## src/rtl/normalising_pipeline_if.sv

```systemverilog
// Stream bus for normalising_pipeline: one input beat channel and one output beat channel.
// Handshake: a beat transfers on a rising edge where valid && ready are both high. The
// source holds valid and data stable until that edge and never waits for ready before
// raising valid. Ready may fall without a transfer.
// master = the side feeding input beats and consuming output beats; slave = the block.
interface normalising_pipeline_if #(
    parameter int IN_W     = 18,
    parameter int OUT_W    = 8,
    parameter int CHANNELS = 2,
    parameter int PIXW     = 24
);
    logic                      in_valid;
    logic                      in_ready;
    logic [CHANNELS*IN_W-1:0]  in_data;
    logic                      out_valid;
    logic                      out_ready;
    logic [CHANNELS*OUT_W-1:0] out_data;
    logic [PIXW-1:0]           out_addr;

    modport master (
        output in_valid, in_data, out_ready,
        input  in_ready, out_valid, out_data, out_addr
    );

    modport slave (
        input  in_valid, in_data, out_ready,
        output in_ready, out_valid, out_data, out_addr
    );
endinterface

```

## src/rtl/normalising_pipeline.sv

```systemverilog
// normalising_pipeline: multi-channel normaliser for the Gaussian buffer path.
// Each channel sum is multiplied by a fixed reciprocal and shifted right (a cheap
// divide), then saturated to OUT_W bits. Output beats carry their pixel address.
// A start pulse arms one frame pass START_ADDR..END_ADDR; the pipe then drains and
// pulses done.
// Optional feature macro: NORMALISE_ROUND_EN (round-half-up; default build truncates).
module normalising_pipeline #(
    parameter int                 IN_W        = 18,
    parameter int                 OUT_W       = 8,
    parameter int                 CHANNELS    = 2,
    parameter int                 RECIP_W     = 16,
    parameter logic [RECIP_W-1:0] RECIP       = RECIP_W'(22920),
    parameter int                 RECIP_SHIFT = 24,
    parameter int                 START_ADDR  = 770,
    parameter int                 END_ADDR    = 523518,
    parameter int                 COUNTSTEP   = 2,
    parameter int                 PIXW        = 24
) (
    input  logic                        clk,
    input  logic                        reset,
    input  logic                        start,
    normalising_pipeline_if.slave       bus,
    output logic                        busy,
    output logic                        done,
    output logic [1:0]                  dbg_state
);
    localparam int PROD_W = IN_W + RECIP_W;
    // One spare bit so that adding the rounding bias to a full-scale product cannot overflow.
    localparam int SUM_W  = PROD_W + 1;

`ifdef NORMALISE_ROUND_EN
    localparam logic [SUM_W-1:0] BIAS = SUM_W'(1) << (RECIP_SHIFT - 1);
`else
    localparam logic [SUM_W-1:0] BIAS = '0;
`endif
    localparam logic [SUM_W-1:0] SAT_MAX = {{(SUM_W-OUT_W){1'b0}}, {OUT_W{1'b1}}};

    typedef enum logic [1:0] {
        S_IDLE  = 2'd0,
        S_RUN   = 2'd1,
        S_DRAIN = 2'd2,
        S_DONE  = 2'd3
    } state_t;

    state_t                    state;
    state_t                    state_next;
    logic [PIXW-1:0]           addr_cnt;
    logic                      en;
    logic                      accept;
    logic                      last_beat;

    logic                      s1_valid;
    logic [PIXW-1:0]           s1_addr;
    logic [PROD_W-1:0]         s1_prod [CHANNELS];

    logic [SUM_W-1:0]          sum;
    logic [SUM_W-1:0]          scaled;
    logic [CHANNELS*OUT_W-1:0] result;

    // Both stages move together; a stalled output beat freezes the whole pipe.
    assign en           = !bus.out_valid || bus.out_ready;
    assign bus.in_ready = (state == S_RUN) && en;
    assign accept       = bus.in_valid && bus.in_ready;
    assign last_beat    = accept && (addr_cnt >= PIXW'(END_ADDR));

    assign busy      = (state == S_RUN) || (state == S_DRAIN);
    assign done      = (state == S_DONE);
    assign dbg_state = state;

    // FSM state register.
    always_ff @(posedge clk) begin
        if (reset) state <= S_IDLE;
        else       state <= state_next;
    end

    // FSM next-state: frame pass, drain until both stages are empty, one-cycle done.
    always_comb begin
        state_next = state;
        case (state)
            S_IDLE:  if (start) state_next = S_RUN;
            S_RUN:   if (last_beat) state_next = S_DRAIN;
            S_DRAIN: if (!s1_valid && !bus.out_valid) state_next = S_DONE;
            S_DONE:  state_next = S_IDLE;
            default: state_next = S_IDLE;
        endcase
    end

    // Pixel address counter: loaded on an accepted start, advanced per accepted beat.
    always_ff @(posedge clk) begin
        if (reset)                          addr_cnt <= '0;
        else if (state == S_IDLE && start)  addr_cnt <= PIXW'(START_ADDR);
        else if (accept)                    addr_cnt <= addr_cnt + PIXW'(COUNTSTEP);
    end

    // Stage 1: capture per-channel products and the beat's address.
    always_ff @(posedge clk) begin
        if (reset) begin
            s1_valid <= 1'b0;
            s1_addr  <= '0;
            for (int c = 0; c < CHANNELS; c++) s1_prod[c] <= '0;
        end else if (en) begin
            s1_valid <= accept;
            if (accept) begin
                s1_addr <= addr_cnt;
                for (int c = 0; c < CHANNELS; c++)
                    s1_prod[c] <= PROD_W'(bus.in_data[c*IN_W +: IN_W]) * PROD_W'(RECIP);
            end
        end
    end

    // Bias, shift and saturate each channel product.
    always_comb begin
        result = '0;
        sum    = '0;
        scaled = '0;
        for (int c = 0; c < CHANNELS; c++) begin
            sum    = {1'b0, s1_prod[c]} + BIAS;
            scaled = sum >> RECIP_SHIFT;
            if (scaled > SAT_MAX) result[c*OUT_W +: OUT_W] = {OUT_W{1'b1}};
            else                  result[c*OUT_W +: OUT_W] = scaled[OUT_W-1:0];
        end
    end

    // Stage 2: output register, holds while downstream stalls.
    always_ff @(posedge clk) begin
        if (reset) begin
            bus.out_valid <= 1'b0;
            bus.out_data  <= '0;
            bus.out_addr  <= '0;
        end else if (en) begin
            bus.out_valid <= s1_valid;
            if (s1_valid) begin
                bus.out_data <= result;
                bus.out_addr <= s1_addr;
            end
        end
    end
endmodule
```

## src/flat_wrapper.sv

```systemverilog
// flat-port wrapper written by rule: the top's interface ports become plain ports
module normalising_pipeline_flat 
#(
    parameter int                 IN_W        = 18,
    parameter int                 OUT_W       = 8,
    parameter int                 CHANNELS    = 2,
    parameter int                 RECIP_W     = 16,
    parameter logic [RECIP_W-1:0] RECIP       = RECIP_W'(22920),
    parameter int                 RECIP_SHIFT = 24,
    parameter int                 START_ADDR  = 770,
    parameter int                 END_ADDR    = 523518,
    parameter int                 COUNTSTEP   = 2,
    parameter int                 PIXW        = 24
)
  (clk, reset, start, busy, done, dbg_state, bus_in_valid, bus_in_data, bus_out_ready, bus_in_ready, bus_out_valid, bus_out_data, bus_out_addr);
  normalising_pipeline_if #(.IN_W(IN_W), .OUT_W(OUT_W), .CHANNELS(CHANNELS), .PIXW(PIXW)) bus_i ();
  input  logic clk;
  input  logic reset;
  input  logic start;
  output logic busy;
  output logic done;
  output logic [1:0] dbg_state;
  input wire logic [$bits(bus_i.in_valid)-1:0] bus_in_valid;
  input wire logic [$bits(bus_i.in_data)-1:0] bus_in_data;
  input wire logic [$bits(bus_i.out_ready)-1:0] bus_out_ready;
  output wire logic [$bits(bus_i.in_ready)-1:0] bus_in_ready;
  output wire logic [$bits(bus_i.out_valid)-1:0] bus_out_valid;
  output wire logic [$bits(bus_i.out_data)-1:0] bus_out_data;
  output wire logic [$bits(bus_i.out_addr)-1:0] bus_out_addr;
  assign bus_i.in_valid = bus_in_valid;
  assign bus_i.in_data = bus_in_data;
  assign bus_i.out_ready = bus_out_ready;
  assign bus_in_ready = bus_i.in_ready;
  assign bus_out_valid = bus_i.out_valid;
  assign bus_out_data = bus_i.out_data;
  assign bus_out_addr = bus_i.out_addr;
  normalising_pipeline #(.IN_W(IN_W), .OUT_W(OUT_W), .CHANNELS(CHANNELS), .RECIP_W(RECIP_W), .RECIP(RECIP), .RECIP_SHIFT(RECIP_SHIFT), .START_ADDR(START_ADDR), .END_ADDR(END_ADDR), .COUNTSTEP(COUNTSTEP), .PIXW(PIXW)) u_core (.clk(clk), .reset(reset), .start(start), .bus(bus_i), .busy(busy), .done(done), .dbg_state(dbg_state));
endmodule
```

## config.mk

```make
export PLATFORM = sky130hd
export DESIGN_NAME = normalising_pipeline_flat
export DESIGN_NICKNAME = d
export VERILOG_FILES = /design/src/rtl/normalising_pipeline_if.sv /design/src/rtl/normalising_pipeline.sv /design/src/flat_wrapper.sv
export SDC_FILE = /design/constraint.sdc
export NUM_CORES = 1
export LEC_CHECK = 0
export BUFFER_PORTS_ARGS = -buffer_cell sky130_fd_sc_hd__buf_2
export CORE_MARGIN = 1.5
export CORE_UTILIZATION = 46
export DETAILED_ROUTE_END_ITERATION = 6
export PLACE_DENSITY_LB_ADDON = 0.3
export SLEW_MARGIN = 40
export SYNTH_ARGS = -nofsm -noshare
export SYNTH_HDL_FRONTEND = slang
export SYNTH_SLANG_ARGS = --single-unit
```

## constraint.sdc

```tcl
create_clock -name clk -period 4.5 [get_ports clk]
set_input_delay 0.225 -clock clk [delete_from_list [all_inputs] [get_ports clk]]
set_output_delay 0.225 -clock clk [all_outputs]
set_load 0.02 [all_outputs]
```

==> metrics.txt <==
# TYPE chip_impl_metric gauge
chip_impl_metric{name="first_pass_iters",unit=""} 5
chip_impl_metric{name="grt_max_degree",unit=""} 40
chip_impl_metric{name="powerDensity",unit="nW/um^2"} 475.8
chip_impl_metric{name="max_freq",unit="MHz"} 230.2
chip_impl_info{name="critical_path.most_common_cell",value="fa_1"} 1
chip_impl_metric{name="clock_tree.htree_level_count",unit=""} 3
chip_impl_metric{name="clkSlewWorstSetupHoldPaths",unit="ns"} 0.07
chip_impl_metric{name="timing.final.crit_share",unit=""} 0.9654
chip_impl_metric{name="syn2layout_area_growth",unit="%"} 15.18
chip_impl_metric{name="drt_first_iter_violations",unit=""} 360
chip_impl_metric{name="final_max_slew_viol_count",unit=""} 0
chip_impl_metric{name="irDropWorstVdd",unit="mV"} 0.2535
chip_impl_metric{name="cts_max_path_buffers",unit=""} 2
chip_impl_metric{name="hold_viol",unit=""} 0
chip_impl_metric{name="multiInputGateArea",unit="sq um"} 7772
chip_impl_metric{name="hold_buffers",unit=""} 0
chip_impl_metric{name="slowest_delay",unit="ns"} 0.58
chip_impl_metric{name="grt_pass1_vias",unit=""} 8069
chip_impl_info{name="reg2reg_from",value="u_core.dbg_state[1]"} 1
chip_impl_metric{name="critPathMaxFanout",unit=""} 3
chip_impl_metric{name="gp_congestion",unit=""} 0.8322
chip_impl_metric{name="dpl_worst_slack",unit="ns"} -0.3638
chip_impl_info{name="synth_top_cells_by_area",value="ha_1 (27%), fa_1 (20%), dfxtp_1 (16%)"} 1
chip_impl_metric{name="setup_ws",unit="ns"} 0.1555
chip_impl_metric{name="clk_latency",unit="ns"} 0.34
chip_impl_metric{name="dp_hpwl",unit="um"} 17900
chip_impl_metric{name="setup_total_negative_slack",unit="ns"} 0
chip_impl_metric{name="power.switching",unit="W"} 0.002636
chip_impl_info{name="status",value="finished clean"} 1
chip_impl_metric{name="numPortBuffers",unit=""} 85
chip_impl_metric{name="antenna-diode-count",unit=""} 0
chip_impl_metric{name="synth.yosys.seq_area_share",unit=""} 0.2128
chip_impl_metric{name="route.vias.total",unit=""} 8144
chip_impl_metric{name="clkSinkCount",unit=""} 107
chip_impl_metric{name="cts_made_buffers",unit=""} 9
chip_impl_metric{name="grt_usage",unit=""} 0.1814
chip_impl_info{name="worstPathCellList",value="buf_2 > ha_1 > fa_1 > fa_1 > inv_1 > fa_1 > fa_1 > inv_1 > ha_1 > a21o_1 > a2111oi_0 > or4_1 > a211o_1 > a211o_1 > nand2_1"} 1
chip_impl_metric{name="initial_core_util",unit=""} 0.4662
chip_impl_metric{name="crit_required",unit="ns"} 4.71
chip_impl_info{name="worstSetupStartpointType",value="primary input"} 1
chip_impl_metric{name="power_frac_comb",unit=""} 0.682
chip_impl_metric{name="chipHeight",unit="um"} 157.0
chip_impl_metric{name="wirelength",unit="um"} 21500
chip_impl_metric{name="ff_latch_area",unit="sq um"} 2322
chip_impl_metric{name="ioPinCount",unit=""} 87
chip_impl_metric{name="cell_internal_power",unit="W"} 0.003343
chip_impl_metric{name="count_of_endpoints_failing_setup_in_the_final_report",unit=""} 0
chip_impl_metric{name="yosysTopAreaCellShare",unit=""} 0.2661
chip_impl_metric{name="synth.distinct_cells",unit=""} 57
chip_impl_metric{name="syn-num-nets",unit=""} 1571
chip_impl_info{name="holdCritPathClass",value="in -> reg"} 1
chip_impl_metric{name="syn-instance-count",unit=""} 1191
chip_impl_metric{name="clock_power_share",unit=""} 0.131
chip_impl_metric{name="post_synth_instance_area",unit="sq um"} 10910
chip_impl_info{name="postSynth.topFlopCell",value="dfxtp_1"} 1
chip_impl_info{name="library_cell_with_the_largest_summed_area_after_synthesis",value="ha_1"} 1
chip_impl_metric{name="wire_length_of_the_first_global_routing_pass",unit="um"} 36510
chip_impl_metric{name="die_w",unit="um"} 157.0
chip_impl_metric{name="yosys_warnings",unit=""} 0
chip_impl_info{name="cts_tree",value="done"} 1
chip_impl_info{name="cp-end-kind",value="flip-flop"} 1
chip_impl_metric{name="ys_ff_latch",unit=""} 107
chip_impl_metric{name="worst_pin_slew",unit="ns"} 0.7542
chip_impl_metric{name="maxSlewHeadroom",unit=""} 0.4972
chip_impl_metric{name="pwr-share-seq",unit=""} 0.187
chip_impl_info{name="cts_root_buffer",value="clkbuf_16"} 1
chip_impl_metric{name="fillers",unit=""} 2226
chip_impl_metric{name="number_of_synthesized_flops_with_an_enable_pin",unit=""} 18
chip_impl_metric{name="power.switching_fraction",unit=""} 0.4408
chip_impl_metric{name="drtAntennaViolNets",unit=""} 0
chip_impl_metric{name="core.rowCount",unit=""} 56
chip_impl_metric{name="critPathArrivalTime",unit="ns"} 4.56
chip_impl_metric{name="wl_per_cell",unit="um"} 13.07
chip_impl_metric{name="period_minus_slack",unit="ns"} 4.345
chip_impl_metric{name="synth.avg_cell_area",unit="sq um"} 9.161
chip_impl_metric{name="floorplan.die_area",unit="sq um"} 24650
chip_impl_metric{name="async_reset_ff_frac",unit=""} 0
chip_impl_metric{name="final_nets",unit=""} 1702
chip_impl_metric{name="maxCapViolations",unit=""} 0
chip_impl_metric{name="power.leakage",unit="nW"} 6.372
chip_impl_metric{name="floorplan.core_area",unit="sq um"} 23400
chip_impl_metric{name="vias_per_cell",unit=""} 4.951
chip_impl_metric{name="drt_drc",unit=""} 0
chip_impl_metric{name="drive_above_1_share",unit=""} 0.1554
chip_impl_info{name="start_to_end_type_of_the_worst_setup_path",value="in -> reg"} 1
chip_impl_info{name="setup.worst_path.start",value="bus_in_data[4]"} 1
chip_impl_metric{name="grt_antenna_before_repair",unit=""} 0
chip_impl_info{name="crit_path_top_delay_cell",value="or4_1"} 1
chip_impl_metric{name="clock-skew-final",unit="ns"} 0.006059
chip_impl_metric{name="grt_overflow",unit=""} 0
chip_impl_info{name="min_from",value="bus_out_ready"} 1
-- critical path: cells and delay by family --
| family | cells | cell delay, ns |
|---|---|---|
| buffers and inverters | 3 | 0.22 |
| and+or+nand+nor | 2 | 0.64 |
| AOI/OAI and AO/OA | 4 | 0.78 |
| adders and majority gates | 6 | 2.69 |
-- kinds of logic (layout without fill, tap and decap cells) --
family / after synthesis / in the layout / synth area share
adders and majority gates: 339 / 339 / 0.4624
and+or+nand+nor: 298 / 298 / 0.1243
buffers and inverters: 258 / 393 / 0.08922
AOI/OAI and AO/OA: 157 / 157 / 0.08567
DFF: 107 / 107 / 0.2128
xor gates and xnor gates: 28 / 28 / 0.02248
muxes: 3 / 3 / 0.002752
other: 1 / 1 / 0.0003437
-- what timing repair did --
action | 4_1_cts | 5_1_grt
resized for setup | 1 | 29
pin swaps | 0 | 19
endpoints found under the setup margin | 1 | 16
setup buffers | 0 | 2
-- registers in the layout (all words and copies together), names as in the netlist --
signal / count
u_core.addr_cnt: 23
u_core.bus.out_addr: 23
u_core.s1_addr: 23
u_core.s1_prod: 18
u_core.bus.out_data: 16
u_core.dbg_state: 2
u_core.bus.out_valid: 1
u_core.s1_valid: 1
-- synth_stat cells, drive strengths merged, types with 2 or more instances --
cell type  count
clkbuf        25
fa           107
nor2          61
o211ai         4
edfxtp        18
nor2b          2
ha           232
buf            5
o21a           4
and2b          2
or4            2
and3           9
or2            6
and4           2
and2           3
a31o           2
a41oi          2
o21ai         24
nor3          42
nor4           2
inv          228
nand2        126
a221oi         2
xnor2         13
nand3         22
a31oi          2
a211oi         5
nand2b         4
a311oi         2
a211o          3
o22ai          2
a21oi         83
nand4          8
xor2          15
dfxtp         89
o2111ai        3
or3            7
a21o          12
mux2i          3
-- worst paths after layout --
path | cells after the start | endpoint | slack (ns)
setup / recovery | 15 | u_core.s1_prod[0][29] | 0.16
hold / removal | 4 | u_core.bus.out_valid | 0.24
setup reg to reg | 8 | u_core.addr_cnt[20] | 2.14
hold reg to reg | 2 | u_core.bus.out_addr[4] | 0.45
-- routing by layer --
| layer | vias to the layer above | global-route usage | share of wire |
|---|---|---|---|
| met3 | 10 | 0.02533 | 0.030 |
| met4 | 0 | 0.02857 | 0.0057 |
| li1 | 4162 | - | - |
| met2 | 99 | 0.3333 | 0.50 |
| met1 | 3873 | 0.2286 | 0.46 |
| met5 | - | 0 | 0 |
-- cells in the final DEF (no fill, tap or decap), types with 3 or more instances in the layout --
master / netlist / final
clkbuf_16: 0 / 11
mux2i_1: 3 / 3
buf_2: 0 / 85
nand2_1: 126 / 124
and3_1: 7 / 7
o2111ai_1: 3 / 3
or3_1: 6 / 6
edfxtp_1: 18 / 18
nor3_1: 42 / 42
a21o_1: 12 / 12
o211ai_1: 4 / 4
a21oi_1: 83 / 77
o21ai_1: 1 / 5
inv_1: 228 / 228
a211oi_1: 5 / 3
a211o_1: 3 / 3
dfxtp_1: 89 / 89
ha_4: 0 / 5
nand2b_1: 4 / 4
fa_1: 107 / 107
xor2_1: 15 / 15
a21oi_2: 0 / 6
o21a_1: 4 / 4
nor2_1: 60 / 58
buf_4: 1 / 65
nor2_2: 1 / 3
nand3_1: 22 / 22
o21ai_0: 23 / 17
ha_1: 232 / 227
nand4_1: 7 / 7
or2_2: 5 / 5
xnor2_1: 13 / 13
and2_1: 3 / 3
-- stage by stage --
step	utilization	total power [W]	cell area (sq um)	cells	hold slack, ns
global route	0.5370	0.006677	12570	1645	0.2637
CTS	0.5303	0.005800	12410	1643	0.2325
finish	0.5370	0.005979	12570	1645	0.2411
floorplan	-	0.003837	10920	1191	0.4321
global placement	0.5168	0.004900	12100	1628	0.4425
detailed placement	0.5169	0.004966	12100	1628	0.4435
-- power groups by stage --
stage               logic (W)  registers (W)  clock network, W
finish                0.00408        0.00112          0.000784
global route          0.00471        0.00113          0.000838
CTS                   0.00388        0.00112          0.000804
detailed placement    0.00382        0.00114                 0
global placement      0.00376        0.00114                 0
floorplan             0.00268        0.00116                 0
-- area by class of cell --
cell class,instances,area share
well taps,319,0.03176
multi-input cells,826,0.6185
clock buffers,11,0.02190
repair buffers,150,0.07268
clock inverters,4,0.002290
flip-flops and latches,107,0.1848
inverters,228,0.06810
No activity file was read; power rests on OpenSTA's default activity.
